`src/rtl/fifo72_to_gmii_pkg.sv`:
```
// -----------------------------------------------------------------------------
// fifo72_to_gmii_pkg
// Word-layout constants and lane-extraction helpers shared by the
// FIFO-to-GMII serializer.
//
// FIFO word layout (72 bits):
//   [71:64] per-byte enable flags, bit 71 belongs to lane 0
//   [63:0]  eight data bytes, [63:56] is lane 0 (transmitted first)
// -----------------------------------------------------------------------------
package fifo72_to_gmii_pkg;

  localparam int DATA_W     = 64;
  localparam int FLAG_W     = 8;
  localparam int LANES      = 8;
  localparam int WORD_W     = DATA_W + FLAG_W;
  localparam int FLAG_MSB   = 71;
  localparam int FLAG_LSB   = 64;
  localparam int LANE_IDX_W = 3;

  localparam logic [LANE_IDX_W-1:0] LAST_LANE = LANE_IDX_W'(LANES - 1);

  // Data byte of the given lane; lane 0 is the most significant byte.
  function automatic logic [7:0] lane_byte(input logic [DATA_W-1:0]     data,
                                           input logic [LANE_IDX_W-1:0] lane);
    logic [DATA_W-1:0] shifted;
    shifted = data << {lane, 3'b000};
    return shifted[DATA_W-1 -: 8];
  endfunction

  // Enable flag of the given lane; lane 0 is the most significant flag bit.
  function automatic logic lane_flag(input logic [FLAG_W-1:0]     flags,
                                     input logic [LANE_IDX_W-1:0] lane);
    logic [FLAG_W-1:0] shifted;
    shifted = flags << lane;
    return shifted[FLAG_W-1];
  endfunction

endpackage : fifo72_to_gmii_pkg

```
`src/rtl/fifo72_to_gmii.sv`:
```
// -----------------------------------------------------------------------------
// fifo72_to_gmii
// Drains a show-ahead 72-bit FIFO and emits one byte per gmii_tx_clk onto a
// GMII transmit interface. Each word carries 8 bytes plus 8 per-byte enable
// flags; flags pass straight through to gmii_tx_en, so framing, preamble and
// IFG live entirely in the FIFO contents. Back-to-back words stream with no
// gap (one pop every 8 clocks). On underrun the outputs go idle after the
// current word; the next word always starts at lane 0.
//
// Ports:
//   gmii_tx_clk  in   GMII TX clock, the only clock
//   sys_rst      in   synchronous active-high reset
//   dout[71:0]   in   FIFO show-ahead word (flags [71:64], data [63:0])
//   empty        in   FIFO empty; dout valid when low
//   rd_en        out  FIFO pop (combinational), consumed at the clock edge
//   rd_clk       out  FIFO read clock, equal to gmii_tx_clk
//   gmii_tx_en   out  GMII transmit enable (registered)
//   gmii_txd     out  GMII transmit data (registered)
// -----------------------------------------------------------------------------
module fifo72_to_gmii
  import fifo72_to_gmii_pkg::*;
(
  input  logic              gmii_tx_clk,
  input  logic              sys_rst,
  input  logic [WORD_W-1:0] dout,
  input  logic              empty,
  output logic              rd_en,
  output logic              rd_clk,
  output logic              gmii_tx_en,
  output logic [7:0]        gmii_txd
);

  logic [DATA_W-1:0]     data_q, data_d;
  logic [FLAG_W-1:0]     flag_q, flag_d;
  logic [LANE_IDX_W-1:0] cnt_q,  cnt_d;
  logic                  busy_q, busy_d;   // data_q still holds unsent bytes
  logic                  tx_en_q, tx_en_d;
  logic [7:0]            txd_q,  txd_d;

  assign rd_clk = gmii_tx_clk;

  // Pop when idle, or while the last lane goes out so the next word follows
  // without a gap. Reset masks the pop so reset never consumes a word.
  assign rd_en = !sys_rst && !empty && (!busy_q || (cnt_q == LAST_LANE));

  // NOTE: combinational next-state uses blocking '=' with a default for every
  // variable first, so no latch is inferred; the register block below uses
  // only non-blocking '<='.
  always_comb begin
    data_d  = data_q;
    flag_d  = flag_q;
    cnt_d   = cnt_q;
    busy_d  = busy_q;
    tx_en_d = 1'b0;
    txd_d   = 8'h00;

    if (busy_q) begin
      txd_d   = lane_byte(data_q, cnt_q);
      tx_en_d = lane_flag(flag_q, cnt_q);
      cnt_d   = cnt_q + 1'b1;              // wraps 7 -> 0 naturally
      if (cnt_q == LAST_LANE) begin
        busy_d = 1'b0;                     // overridden below if a load follows
      end
    end

    // A load may coincide with the last lane going out.
    if (rd_en) begin
      data_d = dout[DATA_W-1:0];
      flag_d = dout[FLAG_MSB:FLAG_LSB];
      cnt_d  = '0;
      busy_d = 1'b1;
    end
  end

  // NOTE: the word register is only 72 flops, not a memory array, so it is
  // cleared by reset along with the control state; a reset mid-word simply
  // abandons the remaining bytes.
  always_ff @(posedge gmii_tx_clk) begin
    if (sys_rst) begin
      data_q  <= '0;
      flag_q  <= '0;
      cnt_q   <= '0;
      busy_q  <= 1'b0;
      tx_en_q <= 1'b0;
      txd_q   <= 8'h00;
    end else begin
      data_q  <= data_d;
      flag_q  <= flag_d;
      cnt_q   <= cnt_d;
      busy_q  <= busy_d;
      tx_en_q <= tx_en_d;
      txd_q   <= txd_d;
    end
  end

  assign gmii_tx_en = tx_en_q;
  assign gmii_txd   = txd_q;

endmodule : fifo72_to_gmii

```
`config.mk`:
```
export PLATFORM = sky130hd
export DESIGN_NAME = fifo72_to_gmii
export DESIGN_NICKNAME = d
export VERILOG_FILES = /design/src/rtl/fifo72_to_gmii_pkg.sv /design/src/rtl/fifo72_to_gmii.sv
export SDC_FILE = /design/constraint.sdc
export NUM_CORES = 1
export LEC_CHECK = 0
export CORE_MARGIN = 2
export CORE_UTILIZATION = 50
export CTS_BUF_LIST = sky130_fd_sc_hd__clkbuf_4
export CTS_CLUSTER_DIAMETER = 150
export DETAILED_ROUTE_END_ITERATION = 6
export PLACE_DENSITY = 0.84
export SLEW_MARGIN = 20
export SYNTH_ARGS = -nofsm -noshare
export SYNTH_HDL_FRONTEND = slang
export SYNTH_SLANG_ARGS = --single-unit
```
`constraint.sdc`:
```
create_clock -name gmii_tx_clk -period 1.98 [get_ports gmii_tx_clk]
set_clock_uncertainty 0.1 [all_clocks]
set_input_delay 0.396 -clock gmii_tx_clk [delete_from_list [all_inputs] [get_ports gmii_tx_clk]]
set_output_delay 0.396 -clock gmii_tx_clk [all_outputs]
set_load 0.05 [all_outputs]
```
After elaboration in Yosys (flattened, before gate mapping)
Cells that the tools add are included.
{"block": "totals", "ff_bits": 85, "latchBits": 0, "ramBits": 0, "rom_bits": 0, "output_inout_bits": 11, "word_cells": 22, "mem_count": 0}
{"block": "op_classes", "add_sub_neg": 1, "n_mul": 0, "n_div": 0, "magnitude_cmp": 0, "eq_ne": 1, "n_shift": 2, "n_mux": 3, "bitwise": 1, "n_reduce_logical": 8}
{"op": "64-bit by 6-bit left shift with 64-bit output", "count": 1}
{"op": "8-bit by 3-bit left shift with 8-bit output", "count": 1}
{"op": "2-bit OR reduction", "count": 2}
{"op": "3-bit by 1-bit adder with 3-bit output (second input constant)", "count": 1}
{"op": "3-bit == test (second input constant)", "count": 1}
{"op": "1-bit logical NOT", "count": 3}
{"op": "1-bit 2-to-1 mux", "count": 3}
{"op": "1-bit logical AND", "count": 2}
{"op": "1-bit logical OR", "count": 1}
{"op": "1-bit NOT", "count": 1}

Depth between registers and ports, before layout
{"block": "depth", "depth_word": 4, "depth_mapped": 7}

==> qor.csv <==
metric,value,unit
status,finished with violations,
violations,setup timing,
fin_crit,2.17,ns
synth.most_common_cell,a22o_1,
drive_gt1_share,12.7,%
crit_fanout,2,
synth-seq-cells,85,
seq_area_frac_synth,52.4,%
power.total,3.48,mW
crit_path_end_kind,primary output,
core_area,6310,um2
fin_ws,-0.189,ns
nNetsFinal,426,
dp_cells,410,
clock_latency,0.51,ns
initial_core_util,51.4,%
grt_usage,21.6,%
cts_tree,yes,
die_x,84.6,um
num_vias,2440,
grt_pass1_vias,2426,
synth_fp_nets,340,
critical_path_arrival,1.67,ns
synth-compound-area-share,24.7,%
path_clk_slew,0.13,ns
synth_xor_area_share,0.270,%
grt_max_degree,41,
period_share,110,%
comb_power_share,13.6,%
pre_cts_ws,-0.178,ns
grt_first_pass_wirelength,12.0,mm
io_buffer_count,85,
async_flop_share,0,%
rsz0062_at_grt,true,
synth-edff-count,0,
synth_area_leader_cell,dfxtp_1,
via_per_inst,5.66,
antenna_found_initial,0,
die_area,7150,um2
drt_first_iter_violations,152,
netlist.area_leader.share,52.4,%
whs_path_depth,2,
synth_mux_area_share,11.7,%
synth_area_leaders,"dfxtp_1 (52%), a22o_1 (24%), mux2i_1 (12%), buf_6 (3.5%), buf_4 (2.1%)",
p_switching,893,uW
setup_tns,-0.189,ns
io_pins,86,
worst_setup_path_start_kind,flip-flop,
synth_area,3250,um2
hold_viol_final,0,
pwr-share-clk,32.8,%
antenna_left,0,
synth.top_cells.by_count,"a22o_1 (90), dfxtp_1 (85), mux2i_1 (38), buf_6 (10), buf_4 (9)",
holdWs,0.373,ns
synth_top_flop_cell,dfxtp_1,
hold_buffers,0,
ir_drop,0.000502,V
wl,7.46,mm
multi_input_area,1380,um2
power_density,810,nW/um2
leakagePower,1.63,nW
avgSynthCellArea,12.3,um2
p_seq_share,53.6,%
power.switching_fraction,25.6,%
synthSimpleGateAreaFrac,3.66,%
final-setup-viol-count,1,
fin_cells,431,
grt_overflow,0,
fmax,461,MHz
p_int,2.59,mW
hpwl,5.21,mm
synth-adder-area-share,0.771,%
slew_violations,0,
ys_types,21,
rows,29,
fillers,507,
routedWlPerCell,17.3,um
reg2reg_depth,7,
drt_first_pass_iters,4,
worstPathRequired,1.48,ns
antenna_cells,0,
die_y,84.6,um
gp_congestion,0.758,
slew_headroom,53.1,%
post-route-drc-count,0,
worstMarginPinSlew,0.702,ns
seqCellArea,1710,um2
crit_type,flip-flop to primary output,
synth_cells,263,
ys_warn_count,0,
cap_violations,0,
synth_top_family_by_area,compound AO/OA/AOI/OAI gates,
area_delta_synth_final,32.5,%
hold_class,input port to flip-flop,
[per-layer routing]
layer	GRT usage (%)	vias up	routed length (um)
met3	3.74	12	311
met4	10.8	0	151
met2	32.4	60	3540
met5	0	-	0
met1	30.2	1189	3460
li1	-	1179	-
[logic make-up (layout without fill, tap and decap cells)]
family,after synthesis,count (layout)
mux,38,38
compound gates,92,92
xor+xnor,1,1
flops,85,85
buf+inv,26,117
simple gates,19,19
fa+ha+maj,2,2
[metrics by stage]
| step | area, um2 | utilization [%] |
|---|---|---|
| after CTS | 4270 | 67.7 |
| after global routing | 4300 | 68.1 |
| final | 4300 | 68.1 |
| after global placement | 4100 | 65.0 |
| after floorplan | 3250 | - |
| after detailed placement | 4100 | 65.0 |
[worst max-delay path, stage by stage, from the launching register on]
cell and delay, ns:
dfxtp_2 0.38, ha_4 0.14, ha_4 0.11, nand2b_4 0.11, nor3b_4 0.24, buf_12 0.17
[area by class of cell]
class	instances	share of cell area, %
well taps	77	2.24
flip-flops and latches	85	39.6
repair buffers	96	22.2
clock inverters	5	1.19
clock buffers	15	2.62
inverters	1	0.0873
multi-input cells	152	32.1
[power by group through the flow]
stage / Sequential, mW / Clock, mW / Combinational, mW
after floorplan: 1.91 / 0.109 / 0.237
after global placement: 1.90 / 0.117 / 0.464
after detailed placement: 1.90 / 0.117 / 0.473
after CTS: 1.86 / 1.16 / 0.476
after global routing: 1.88 / 1.24 / 0.510
final: 1.87 / 1.14 / 0.475
[final timing paths]
kind              slack, ns       start          to
setup reg to reg       0.15    cnt_q[0]  data_q[31]
hold reg to reg        0.39  data_q[61]  data_q[61]
hold / removal         0.37    dout[26]  data_q[26]
setup / recovery      -0.19    cnt_q[0]       rd_en
[flip-flops by register name (all words and copies together) (netlist names)]
signal      flops
data_q         64
gmii_txd        8
cnt_q           3
gmii_tx_en      1
busy_q          1
flag_q          8
[placed cells by master (no fill, tap or decap), types with 4 or more instances in the layout]
cell type / synthesis / routed
clkbuf_4: 0 / 15
clkdlybuf4s50_1: 0 / 74
dfxtp_1: 85 / 82
dlygate4sd2_1: 0 / 5
a22o_1: 90 / 90
mux2i_1: 38 / 38
nor2b_1: 4 / 4
nor3_1: 8 / 8
buf_4: 9 / 13
[what timing repair did]
item                                    CTS  global route
endpoints found under the setup margin    7            22
resized for setup                         9             6
buffers inserted                          2             0
pin swaps                                 0             0
gates cloned                              0             0
Note: power is estimated with default switching activity, not from simulation.
